File: config.mk
export PLATFORM = sky130hd
export DESIGN_NAME = barrel_right_pipe_flat
export DESIGN_NICKNAME = d
export VERILOG_FILES = /design/src/rtl/barrel_right_pipe_pkg.sv /design/src/rtl/barrel_right_pipe_if.sv /design/src/rtl/barrel_right_pipe_shr_stage.sv /design/src/rtl/barrel_right_pipe.sv /design/src/flat_wrapper.sv
export SDC_FILE = /design/constraint.sdc
export NUM_CORES = 1
export LEC_CHECK = 0
export CAP_MARGIN = 30
export CELL_PAD_IN_SITES_DETAIL_PLACEMENT = 2
export CELL_PAD_IN_SITES_GLOBAL_PLACEMENT = 2
export CORE_MARGIN = 2
export CORE_UTILIZATION = 24
export DETAILED_ROUTE_END_ITERATION = 12
export PLACE_DENSITY_LB_ADDON = 0.1
export REMOVE_ABC_BUFFERS = 1
export SLEW_MARGIN = 25
export SYNTH_ARGS = -nofsm -noshare
export SYNTH_HDL_FRONTEND = slang
export SYNTH_SLANG_ARGS = --single-unit
File: constraint.sdc
create_clock -name clk -period 4 [get_ports clk]
set_input_delay 0.8 -clock clk [delete_from_list [all_inputs] [get_ports clk]]
set_output_delay 0.8 -clock clk [all_outputs]
set_load 0.03 [all_outputs]
File: src/rtl/barrel_right_pipe_pkg.sv
// Shared constants and shift-mode encodings for the pipelined right barrel shifter.
// Optional rotate datapath is enabled by defining BARREL_ROTATE_EN.
package barrel_right_pipe_pkg;

  localparam int WIDTH   = 16;
  localparam int SHAMT_W = 4;
  localparam int STAGES  = SHAMT_W;

  typedef enum logic [1:0] {
    SHR_LOGIC = 2'b00,
    SHR_ARITH = 2'b01,
    SHR_ROT   = 2'b10,
    SHR_RSVD  = 2'b11
  } shr_mode_t;

endpackage

File: src/rtl/barrel_right_pipe_if.sv
// Operand/result handshake bundle for barrel_right_pipe (valid/ready on both sides).
// Unaffected by BARREL_ROTATE_EN; mode 2'b10 is simply passed through.
interface barrel_right_pipe_if;
  import barrel_right_pipe_pkg::*;

  logic               in_valid;
  logic               in_ready;
  logic [WIDTH-1:0]   in_data;
  logic [SHAMT_W-1:0] shft;
  logic [1:0]         mode;
  logic               out_valid;
  logic               out_ready;
  logic [WIDTH-1:0]   out_data;
  logic               out_zero;

  modport master (
    output in_valid, in_data, shft, mode, out_ready,
    input  in_ready, out_valid, out_data, out_zero
  );

  modport slave (
    input  in_valid, in_data, shft, mode, out_ready,
    output in_ready, out_valid, out_data, out_zero
  );

endinterface

File: src/rtl/barrel_right_pipe_shr_stage.sv
// One shifter stage: conditional right shift by DIST plus its pipeline register.
// Rotate fill is only built when BARREL_ROTATE_EN is defined.
module shr_stage
  import barrel_right_pipe_pkg::*;
#(
  parameter int DIST = 1
) (
  input  logic               clk,
  input  logic               rst_n,
  input  logic               up_valid,
  input  logic [WIDTH-1:0]   up_data,
  input  logic [SHAMT_W-1:0] up_shft,
  input  logic [1:0]         up_mode,
  input  logic               advance,
  output logic               load,
  output logic               valid,
  output logic [WIDTH-1:0]   data,
  output logic [SHAMT_W-1:0] shft,
  output logic [1:0]         mode,
  output logic [WIDTH-1:0]   result
);

  localparam int SHIFT_BIT = $clog2(DIST);

  logic [WIDTH-1:0] fill;

  // The top DIST bits come from the fill word: zeros, the sign, or the operand itself (rotate).
  always_comb begin
    fill = '0;
    if (up_mode == SHR_ARITH) begin
      fill = {WIDTH{up_data[WIDTH-1]}};
    end
`ifdef BARREL_ROTATE_EN
    else if (up_mode == SHR_ROT) begin
      fill = up_data;
    end
`endif
    result = up_data;
    if (up_shft[SHIFT_BIT]) begin
      result = {fill[DIST-1:0], up_data[WIDTH-1:DIST]};
    end
  end

  assign load = !valid || advance;

  always_ff @(posedge clk or negedge rst_n) begin
    if (!rst_n) begin
      valid <= 1'b0;
      data  <= '0;
      shft  <= '0;
      mode  <= '0;
    end else if (load) begin
      valid <= up_valid;
      if (up_valid) begin
        data <= result;
        shft <= up_shft;
        mode <= up_mode;
      end
    end
  end

endmodule

File: src/rtl/barrel_right_pipe.sv
// Four-stage 16-bit right barrel shifter (logical/arithmetic) with valid/ready on both ends.
// Define BARREL_ROTATE_EN to make mode 2'b10 rotate right instead of shifting logically.
module barrel_right_pipe
  import barrel_right_pipe_pkg::*;
(
  input  logic                clk,
  input  logic                rst_n,
  barrel_right_pipe_if.slave  bus
);

  logic               st_valid  [STAGES];
  logic               st_load   [STAGES];
  logic [WIDTH-1:0]   st_data   [STAGES];
  logic [SHAMT_W-1:0] st_shft   [STAGES];
  logic [1:0]         st_mode   [STAGES];
  logic [WIDTH-1:0]   st_result [STAGES];
  logic               zero_q;

  for (genvar k = 0; k < STAGES; k++) begin : g_stage
    logic               up_valid;
    logic [WIDTH-1:0]   up_data;
    logic [SHAMT_W-1:0] up_shft;
    logic [1:0]         up_mode;
    logic               adv;

    if (k == 0) begin : g_head
      assign up_valid = bus.in_valid;
      assign up_data  = bus.in_data;
      assign up_shft  = bus.shft;
      assign up_mode  = bus.mode;
    end else begin : g_body
      assign up_valid = st_valid[k-1];
      assign up_data  = st_data[k-1];
      assign up_shft  = st_shft[k-1];
      assign up_mode  = st_mode[k-1];
    end

    // A stage may move on when the next one is empty or itself moving; the last one follows out_ready.
    if (k == STAGES - 1) begin : g_tail
      assign adv = bus.out_ready;
    end else begin : g_mid
      assign adv = st_load[k+1];
    end

    shr_stage #(.DIST(1 << k)) u_stage (
      .clk      (clk),
      .rst_n    (rst_n),
      .up_valid (up_valid),
      .up_data  (up_data),
      .up_shft  (up_shft),
      .up_mode  (up_mode),
      .advance  (adv),
      .load     (st_load[k]),
      .valid    (st_valid[k]),
      .data     (st_data[k]),
      .shft     (st_shft[k]),
      .mode     (st_mode[k]),
      .result   (st_result[k])
    );
  end

  // Zero flag is registered with the final data so both hold together under backpressure.
  always_ff @(posedge clk or negedge rst_n) begin
    if (!rst_n) begin
      zero_q <= 1'b0;
    end else if (st_load[STAGES-1] && st_valid[STAGES-2]) begin
      zero_q <= (st_result[STAGES-1] == '0);
    end
  end

  assign bus.in_ready  = st_load[0];
  assign bus.out_valid = st_valid[STAGES-1];
  assign bus.out_data  = st_data[STAGES-1];
  assign bus.out_zero  = zero_q;

endmodule

File: src/flat_wrapper.sv
// flat-port wrapper written by rule: the top's interface ports become plain ports
module barrel_right_pipe_flat import barrel_right_pipe_pkg::*;
  (clk, rst_n, bus_in_valid, bus_in_data, bus_shft, bus_mode, bus_out_ready, bus_in_ready, bus_out_valid, bus_out_data, bus_out_zero);
  barrel_right_pipe_if bus_i ();
  input  logic clk;
  input  logic rst_n;
  input wire logic [$bits(bus_i.in_valid)-1:0] bus_in_valid;
  input wire logic [$bits(bus_i.in_data)-1:0] bus_in_data;
  input wire logic [$bits(bus_i.shft)-1:0] bus_shft;
  input wire logic [$bits(bus_i.mode)-1:0] bus_mode;
  input wire logic [$bits(bus_i.out_ready)-1:0] bus_out_ready;
  output wire logic [$bits(bus_i.in_ready)-1:0] bus_in_ready;
  output wire logic [$bits(bus_i.out_valid)-1:0] bus_out_valid;
  output wire logic [$bits(bus_i.out_data)-1:0] bus_out_data;
  output wire logic [$bits(bus_i.out_zero)-1:0] bus_out_zero;
  assign bus_i.in_valid = bus_in_valid;
  assign bus_i.in_data = bus_in_data;
  assign bus_i.shft = bus_shft;
  assign bus_i.mode = bus_mode;
  assign bus_i.out_ready = bus_out_ready;
  assign bus_in_ready = bus_i.in_ready;
  assign bus_out_valid = bus_i.out_valid;
  assign bus_out_data = bus_i.out_data;
  assign bus_out_zero = bus_i.out_zero;
  barrel_right_pipe u_core (.clk(clk), .rst_n(rst_n), .bus(bus_i));
endmodule
==> results.md, run 1 <==
* Leading area contributor after synthesis: dfrtp_1
* Register area share after synthesis at 51.8%
* Initial antenna violation count at 0
* Post-synth EDFFs at 0
* NumNets Final at 383
* RePlAce Congestion at 0.638
* Crit path buf inv count at 2
* Clock transition at path regs at 50 ps
* Antenna cells at 0
* Synth cell count leaders: 81 x dfrtp_1, 61 x a21oi_1, 37 x mux2i_1
* YS warnings at 0
* CP Class: in -> out
* Fraction of registers with async set/reset at 100%
* Die area at 0.0173 sq mm
* Crit Path Max Fanout at 4
* Critical path arrival at 2300 ps
* Count leader, synth: dfrtp_1
* Fmax at 322 MHz
* Worst min path class: reg -> reg
* Clock Tree Root: clkbuf_16
* Core footprint at 0.0159 sq mm
* CP max stage cell: clkdlybuf4s50_1
* Max-slew violations at 0
* Crit-path max cell delay at 610 ps
* Least-Margin Pin Slew at 806 ps
* Share of the clock period used by the worst path at 77.5%
* Residual DRC count at 0
* Post-CTS sizing at 0
* DIE HEIGHT at 132 um
* Initial Util at 24.6%
* Area delta synth->final at 22.0%
* Post-synth top flop: dfrtp_1
* Max Clock Skew at 5.75 ps
* Sequential Power Share at 44.9%
* Routed vias at 2,597
* Area contributors post-synth: dfrtp_1 52%, mux2i_1 9.5%, a21oi_1 7.8%
* Most frequent CP cell: clkdlybuf4s50_1
* Static leakage at 0.00199 uW
* First-pass GRT wire length at 15.7 mm
* WL/cell at 16.0 um
* Initial drt markers at 110
* Switching share of power at 34.7%
* I/O Pins at 45
* Htree depth at 3
* Rows at 46
* Bufs on Longest Clock Path at 2
* WHS at 508 ps
* Status: complete, no violations
* Maximum number of pins on one net before global-route repair at 82
* Max Cap Viol at 0
* CP Capture Type: primary output
* RSZ-0062 raised after global routing: no
* Total Wirelength at 9.20 mm
* Setup Buffers After CTS at 0
* Detail Route Antenna Nets at 0
* Pwr/cell area at 627 mW/mm^2
* Clk pwr share at 24.2%
* Tmin final at 3100 ps
* Hold Buf Count CTS at 0
* Avg Inst Size Synth at 12.2 sq um
* Post-DP HPWL at 6.31 mm
* CTS tree: done
* Final std cells w/o fill at 576
* Crit path max-delay family: buffers and inverters
* Clk sink count at 81
* Max_slew headroom at 46.3%
* Layout cells sized above 1 at 18.3%
* Die width at 132 um
* Vias in the first global route at 2,897
* Tot GR Track Use at 11.2%
* Synth unique cells at 31
* Congestion Overflow GR at 0
* Worst path required time at 3200 ps
* Post-Syn Area at 0.00391 sq mm
* CP Cell Sequence: clkdlybuf4s50_1 > and4b_4 > nand2_1 > clkdlybuf4s50_1
* Worst skew pair latency at 330 ps
* Critical Path Source Type: input port
* Combinational share of power at 30.9%
* TNS Setup at 0 ps
* Power Internal at 1950 uW
* IO Port Bufs at 44
* Net Switching at 1040 uW
* Final setup viols at 0
* Final Hold Fails at 0
* Synth Register Bits at 81
* Mapped Cells at 321
* Max VDD drop at 218 uV
* Share of the synthesized area in the top cell type at 51.8%
* Number of cells after detailed placement at 561
* Design Power at 2990 uW
* Vias/cell at 4.51
* TritonCTS buffer count at 9
* 1st-pass router iterations at 4
cells in the final DEF, fill, tap and decap left out, drive strengths merged, types with 2 or more instances in the layout:
master | Yosys | final
a21boi | 5 | 5
a21oi | 61 | 61
a31o | 2 | 2
a31oi | 20 | 20
and2 | 2 | 2
buf | 17 | 8
clkbuf | 9 | 13
clkdlybuf4s50 | 0 | 43
dfrtp | 81 | 81
inv | 3 | 3
mux2 | 41 | 41
mux2i | 37 | 37
nand2 | 3 | 3
nand2b | 14 | 14
nand3 | 2 | 2
nand4b | 3 | 3
nor2b | 4 | 4
nor4 | 4 | 4
o21ai | 3 | 3
o22a | 4 | 4
final timing paths:
| check | start | to | slack (ps) | cells past startpoint |
|---|---|---|---|---|
| setup / recovery | bus_out_ready | bus_in_ready | 900 | 4 |
| hold / removal | u_core.g_stage[0].u_stage.shft[2] | u_core.g_stage[0].u_stage.shft[2] | 510 | 1 |
| setup reg to reg | u_core.g_stage[2].u_stage.valid | u_core.g_stage[2].u_stage.shft[3] | 2070 | 4 |
| hold reg to reg | u_core.g_stage[0].u_stage.shft[2] | u_core.g_stage[0].u_stage.shft[2] | 510 | 1 |
| max in group asynchronous | rst_n | u_core.g_stage[0].u_stage.data[15] | 2970 | 1 |
| min in group asynchronous | rst_n | u_core.g_stage[3].u_stage.data[3] | 520 | 1 |
cell type report:
cell class              instances  area [sq um]
clock buffers                  13           240
clock inverters                 1          5.00
fillers                      1732         11100
inverters                       3          11.3
multi-input cells             211          1710
flip-flops and latches         81          2030
well taps                     216           270
repair buffers                 51           514
worst reg2reg max path: stages, from the launching register on:
cell,delay (ps)
dfrtp_1,380
buf_4,210
nand3b_2,320
and2_1,500
mux2_2,400
cells by family after synthesis:
| family | after synthesis | share of synthesized area [%] |
|---|---|---|
| muxes | 78 | 23.0 |
| buffers and inverters | 29 | 4.57 |
| and+or+nand+nor | 35 | 6.01 |
| AOI/OAI and AO/OA | 98 | 14.6 |
| DFF | 81 | 51.8 |
stage by stage:
| step | worst slack [ps] | utilization, % | area, sq um |
|---|---|---|---|
| 2_1_floorplan | 1860 | - | 3740 |
| 3_3_place_gp | 909 | 28.3 | 4500 |
| 3_5_place_dp | 890 | 28.3 | 4500 |
| 4_1_cts | 885 | 29.9 | 4750 |
| 5_1_grt | 821 | 30.1 | 4770 |
| 6_report | 899 | 30.1 | 4770 |
registers in the layout, indices dropped and copies added, names as in the netlist:
signal                        count
u_core.bus.out_zero               1
u_core.g_stage.u_stage.data      64
u_core.g_stage.u_stage.mode       6
u_core.g_stage.u_stage.shft       6
u_core.g_stage.u_stage.valid      4
power groups by stage:
stage | Sequential [uW] | Clock [uW] | Combinational [uW]
2_1_floorplan | 1430 | 0 | 457
3_3_place_gp | 1360 | 0 | 919
3_5_place_dp | 1370 | 0 | 935
4_1_cts | 1350 | 756 | 941
5_1_grt | 1390 | 788 | 1020
6_report | 1340 | 725 | 926
per-layer routing:
metal | share of wire (%) | vias to the layer above | global-route usage (%) | wire length (um)
met5 | 0 | - | 0 | 0
met3 | 3.4 | 11 | 2.24 | 310
li1 | - | 1250 | - | -
met1 | 50 | 1292 | 15.1 | 4600
met4 | 1.8 | 0 | 4.89 | 167
met2 | 45 | 44 | 17.5 | 4120
Power figures use the tool's default switching activity.
==> run 2: changes to the inputs <==
clock period = 3 ns   (was 4 ns; I/O delays follow)
==> results.md, run 2 (same netlist as run 1, synthesis figures left out) <==
* CP Launch Point: bus_out_ready (unchanged)
* First-pass GRT wire length at 16.2 mm (was 15.7 mm)
* Most frequent cells in the layout: 81 x dfrtp_1, 61 x a21oi_1, 43 x clkdlybuf4s50_1 (unchanged)
* Max VDD drop at 309 uV (was 218 uV)
* Fmax at 372 MHz
* RR Startpoint: u_core.g_stage[1].u_stage.valid (was u_core.g_stage[2].u_stage.valid)
* Area delta synth->final at 22.4% (was 22.0%)
* Share of the clock period used by the worst path at 89.7%
* NumNets Final at 387 (was 383)
* Rows at 46 (unchanged)
* Final setup viols at 0 (unchanged)
* IO Port Bufs at 44 (unchanged)
* Multi-input gate area at 0.00171 sq mm (unchanged)
* Worst skew pair latency at 340 ps (was 330 ps)
* Clock transition at path regs at 60 ps (was 50 ps)
* Bufs on Longest Clock Path at 2 (unchanged)
* Detail Route Antenna Nets at 0 (unchanged)
* Max Cap Viol at 0 (unchanged)
* TritonCTS buffer count at 9 (unchanged)
* Residual DRC count at 0 (unchanged)
* Worst min path class: in -> async (was reg -> reg)
* Layout cells sized above 1 at 19.6% (was 18.3%)
* Static leakage at 0.00201 uW (was 0.00199 uW)
* Initial drt markers at 75 (was 110)
* Congestion Overflow GR at 0 (unchanged)
* Tmin final at 2690 ps
* Post-CTS sizing at 0 (unchanged)
* Critical path arrival at 2090 ps (was 2300 ps)
* Critical Path Source Type: input port (unchanged)
* Clk sink count at 81 (unchanged)
* Maximum number of pins on one net before global-route repair at 41 (was 82)
* Total Wirelength at 9.44 mm (was 9.20 mm)
* Setup Buffers After CTS at 0 (unchanged)
* Vias in the first global route at 2,986 (was 2,897)
* Htree depth at 3 (unchanged)
* Hold Buf Count CTS at 0 (unchanged)
* Largest regs: u_core.g_stage.u_stage.data: 64 flops, u_core.g_stage.u_stage.mode: 6 flops, u_core.g_stage.u_stage.shft: 6 flops (unchanged)
* Max_slew headroom at 45.5% (was 46.3%)
* CP Class: in -> out (unchanged)
* WL/cell at 16.3 um (was 16.0 um)
* Biggest register: u_core.g_stage.u_stage.data (unchanged)
* RePlAce Congestion at 0.663 (was 0.638)
* Number of fill cells at 1,728 (was 1,732)
* Crit Path Max Fanout at 4 (unchanged)
* Post-DP HPWL at 6.79 mm (was 6.31 mm)
* Vias/cell at 4.52 (was 4.51)
* Routed vias at 2,616 (was 2,597)
* WHS at 241 ps (was 508 ps)
* Tot GR Track Use at 11.9% (was 11.2%)
* Die width at 132 um (unchanged)
* DIE HEIGHT at 132 um (unchanged)
* Die area at 0.0173 sq mm (unchanged)
* I/O Pins at 45 (unchanged)
* Initial Util at 24.6% (unchanged)
* Pwr/cell area at 839 mW/mm^2 (was 627 mW/mm^2)
* Max Clock Skew at 5.24 ps (was 5.75 ps)
* Antenna cells at 0 (unchanged)
* Final worst-path setup slack at 309 ps (was 899 ps)
* TNS Setup at 0 ps (unchanged)
* 1st-pass router iterations at 4 (unchanged)
* RSZ-0062 raised after global routing: no (unchanged)
* Worst path required time at 2400 ps (was 3200 ps)
* Least-Margin Pin Slew at 818 ps (was 806 ps)
* Number of flip-flops in the largest register at 64 (unchanged)
* Max-slew violations at 0 (unchanged)
* Status: complete, no violations (unchanged)
* CP Capture Type: primary output (unchanged)
* Post-Place Worst Slack at 300 ps (was 890 ps)
* Core footprint at 0.0159 sq mm (unchanged)
* Clock Tree Root: clkbuf_16 (unchanged)
* Commonest non-fill, non-tap cell in the layout: dfrtp_1 (unchanged)
* FF/Latch Area at 0.00203 sq mm (unchanged)
* Initial antenna violation count at 0 (unchanged)
* Final Hold Fails at 0 (unchanged)
* CTS tree: done (unchanged)
[run 2: cell count changes in the layout (fill, tap and decap cells not counted)]
cell and change:
buf_16 -1, buf_6 -1, clkbuf_1 -2, clkbuf_8 +1, buf_4 +6
[run 2: path summary, 6_finish.rpt]
kind                                                           to  slack, ps  cells after the start
worst max register to register  u_core.g_stage[0].u_stage.mode[1]       1210                      5
worst min-delay path            u_core.g_stage[3].u_stage.data[6]        240                      1
worst min register to register  u_core.g_stage[1].u_stage.shft[3]        510                      1
max in group asynchronous       u_core.g_stage[1].u_stage.shft[3]       2050                      2
min in group clk                u_core.g_stage[1].u_stage.shft[3]        510                      1
worst max-delay path                                 bus_in_ready        310                      4
[run 2: where the power goes]
group	switching [uW]	leakage [uW]	internal, uW
Combinational	618	0.000957	623
Clock	417	0.000124	568
Sequential	360	0.000924	1430
Total	1390	0.00201	2620
[run 2: final cells by class]
class                           instances  area share (%)
Multi-Input combinational cell        211            35.7
Inverter                                3           0.235
Timing Repair Buffer                   55            10.9
Clock buffer                           12            5.15
Tap cell                              216            5.65
Sequential cell                        81            42.3
Clock inverter                          1           0.105
[run 2: critical path: stages]
cell             delay (ps)
clkdlybuf4s50_1         500
and4b_4                 220
nand2_1                  90
clkdlybuf4s50_1         680
[run 2: per-layer routing]
| metal | global-route usage [%] | part of all wire, % | routed length [um] | vias to the layer above |
|---|---|---|---|---|
| met1 | 15.2 | 48 | 4560 | 1293 |
| met3 | 2.78 | 3.2 | 306 | 14 |
| li1 | - | - | - | 1262 |
| met2 | 18.9 | 46 | 4340 | 47 |
| met4 | 5.92 | 2.5 | 237 | 0 |
| met5 | 0 | 0 | 0 | - |
[run 2: metrics by stage]
stage,utilization (%),total power (uW),std cells,area (sq um)
global placement,28.6,3040,566,4540
CTS,30.1,4100,579,4790
floorplan,-,2520,295,3740
detailed placement,28.6,3080,566,4540
finish,30.1,4020,579,4790
global route,30.1,4310,579,4790
==> run 3: changes to the inputs <==
CORE_UTILIZATION = 42   (was 24)
SYNTH_HIERARCHICAL = 1   (was unset)
==> results.md, run 3 <==
* Status: complete, no violations (unchanged)
* CTS tree: done (unchanged)
* Vias/cell at 4.93 (was 4.52)
* Crit path buf inv count at 2 (unchanged)
* DIE HEIGHT at 103 um (was 132 um)
* First-pass GRT wire length at 11.9 mm (was 16.2 mm)
* Max_slew headroom at 47.8% (was 45.5%)
* Die area at 0.0106 sq mm (was 0.0173 sq mm)
* Congestion Overflow GR at 0 (unchanged)
* Routed vias at 2,255 (was 2,616)
* CP Capture Type: primary output (unchanged)
* RSZ-0062 raised after global routing: no (unchanged)
* FF/Latch Area at 0.00203 sq mm (unchanged)
* Post-CTS sizing at 0 (unchanged)
* Share of the clock period used by the worst path at 84.2% (was 89.7%)
* Number of cells after detailed placement at 441 (was 566)
* Post-DP HPWL at 5.46 mm (was 6.79 mm)
* WL/cell at 16.1 um (was 16.3 um)
* RePlAce Congestion at 0.718 (was 0.663)
* Largest regs: u_core/g_stage.u_stage/data: 64 flops, u_core/g_stage.u_stage/mode: 6 flops, u_core/g_stage.u_stage/shft: 6 flops (was u_core.g_stage.u_stage.data: 64 flops, u_core.g_stage.u_stage.mode: 6 flops, u_core.g_stage.u_stage.shft: 6 flops)
* Total Wirelength at 7.35 mm (was 9.44 mm)
* Least-Margin Pin Slew at 783 ps (was 818 ps)
* Hold Buf Count CTS at 0 (unchanged)
* Crit path max-delay family: buffers and inverters (unchanged)
* Worst skew pair latency at 350 ps (was 340 ps)
* Crit-path max cell delay at 450 ps (was 680 ps)
* Max VDD drop at 257 uV (was 309 uV)
* Multi-input gate area at 0.00185 sq mm (was 0.00171 sq mm)
* Initial antenna violation count at 0 (unchanged)
* Core footprint at 0.00964 sq mm (was 0.0159 sq mm)
* Die width at 103 um (was 132 um)
* Tmin final at 2530 ps (was 2690 ps)
* Max-slew violations at 0 (unchanged)
* Pwr/cell area at 855 mW/mm^2 (was 839 mW/mm^2)
* Htree depth at 3 (unchanged)
* Cell area after placement at 0.00458 sq mm (was 0.00454 sq mm)
* Detail Route Antenna Nets at 0 (unchanged)
* Antenna cells at 0 (unchanged)
* Final Hold Fails at 0 (unchanged)
* NumNets Final at 345 (was 387)
* Vias in the first global route at 2,338 (was 2,986)
* Clk sink count at 81 (unchanged)
* CP Cell Sequence: clkdlybuf4s50_1 > nand2b_4 > nand2b_1 > nand2b_1 > nand2b_4 > dlymetal6s2s_1 (was clkdlybuf4s50_1 > and4b_4 > nand2_1 > clkdlybuf4s50_1)
* I/O Pins at 45 (unchanged)
* Clock Tree Root: clkbuf_8 (was clkbuf_16)
* Max Clock Skew at 15.0 ps (was 5.24 ps)
* Mapped Cells at 277 (was 321)
* TNS Setup at 0 ps (unchanged)
* Final setup viols at 0 (unchanged)
* Initial drt markers at 44 (was 75)
* Final std cells w/o fill at 457 (was 579)
* Worst path required time at 2400 ps (about the same)
* Rows at 36 (was 46)
* Tot GR Track Use at 14.9% (was 11.9%)
* Bufs on Longest Clock Path at 2 (unchanged)
* Worst min path class: in -> async (unchanged)
* Number of fill cells at 941 (was 1,728)
* IO Port Bufs at 44 (unchanged)
* Area delta synth->final at 16.3% (was 22.4%)
* Final instance area at 0.00481 sq mm (was 0.00479 sq mm)
* Commonest non-fill, non-tap cell in the layout: mux2_2 (was dfrtp_1)
* Maximum number of pins on one net before global-route repair at 49 (was 41)
* Setup Buffers After CTS at 0 (unchanged)
* Final core occ at 49.9% (was 30.1%)
* Static leakage at 0.00214 uW (was 0.00201 uW)
* Fmax at 396 MHz (was 372 MHz)
* Biggest register: u_core/g_stage.u_stage/data (was u_core.g_stage.u_stage.data)
* Number of flip-flops in the largest register at 64 (unchanged)
* Post-Syn Area at 0.00413 sq mm (was 0.00391 sq mm)
* Crit Path Max Fanout at 4 (unchanged)
* Most frequent cells in the layout: 86 x mux2_2, 81 x dfrtp_1, 42 x clkdlybuf4s50_1 (was 81 x dfrtp_1, 61 x a21oi_1, 43 x clkdlybuf4s50_1)
* Avg Inst Size Synth at 14.9 sq um (was 12.2 sq um)
* CP Class: in -> out (unchanged)
* Residual DRC count at 0 (unchanged)
* Layout cells sized above 1 at 47.5% (was 19.6%)
* Design Power at 4110 uW (was 4020 uW)
* Max Cap Viol at 0 (unchanged)
* YS warnings at 6 (was 0)
* Critical path arrival at 1930 ps (was 2090 ps)
* Initial Util at 42.9% (was 24.6%)
* Critical Path Source Type: input port (unchanged)
* CP max stage cell: clkdlybuf4s50_1 (unchanged)
* 1st-pass router iterations at 4 (unchanged)
* TritonCTS buffer count at 9 (unchanged)
* Clock transition at path regs at 80 ps (was 60 ps)
==> run 3: cell count changes in the layout (fill, tap and decap cells not counted), sizes merged, moves of 4 or more <==
cell,change
nor2b,-4
inv,+9
a31oi,-20
buf,-7
a21oi,-61
o21ai,+9
o22a,-4
mux2,+83
mux2i,-37
==> run 3: path summary, 6_finish.rpt <==
check	start	end	slack (ps)	cells after the start
max	bus_out_ready	bus_in_ready	470	6
min	rst_n	u_core/g_stage[3].u_stage/data[14]	200	1
max reg2reg	u_core/g_stage[2].u_stage/shft[3]	u_core/bus.out_zero	940	4
min reg2reg	u_core/g_stage[1].u_stage/valid	u_core/g_stage[2].u_stage/valid	490	1
max in group asynchronous	rst_n	u_core/g_stage[1].u_stage/data[7]	2200	2
min in group clk	u_core/g_stage[1].u_stage/valid	u_core/g_stage[2].u_stage/valid	490	1
==> run 3: layout make-up <==
type | instances | share of cell area, %
flip-flops and latches | 81 | 42.2
multi-input cells | 167 | 38.6
repair buffers | 48 | 10.2
well taps | 133 | 3.46
clock buffers | 14 | 3.38
clock inverters | 2 | 1.25
inverters | 12 | 0.937
==> run 3: worst reg2reg max path: cells and delay by family (launching register included) <==
kind	cells	cell delay, ps
flops	1	860
simple gates	2	520
mux	1	450
compound gates	1	160
==> run 3: per-stage QoR <==
| stage | worst slack [ps] | hold slack [ps] |
|---|---|---|
| 4_1_cts | 74.7 | 198 |
| 3_3_place_gp | 117 | 467 |
| 6_report | 474 | 200 |
| 3_5_place_dp | 85.9 | 480 |
| 2_1_floorplan | 963 | 304 |
| 5_1_grt | 376 | 213 |
==> run 3: where the power goes <==
part | internal, uW | switching [uW]
Combinational | 847 | 605
Clock | 516 | 374
Sequential | 1450 | 314
Total | 2820 | 1290
==> run 3: metal layers <==
layer | vias up | routed length, um | GRT usage, %
li1 | 1059 | - | -
met1 | 1147 | 3250 | 17.7
met2 | 42 | 3750 | 25.9
met3 | 7 | 257 | 3.83
met4 | 0 | 94 | 5.77
met5 | - | 0 | 0
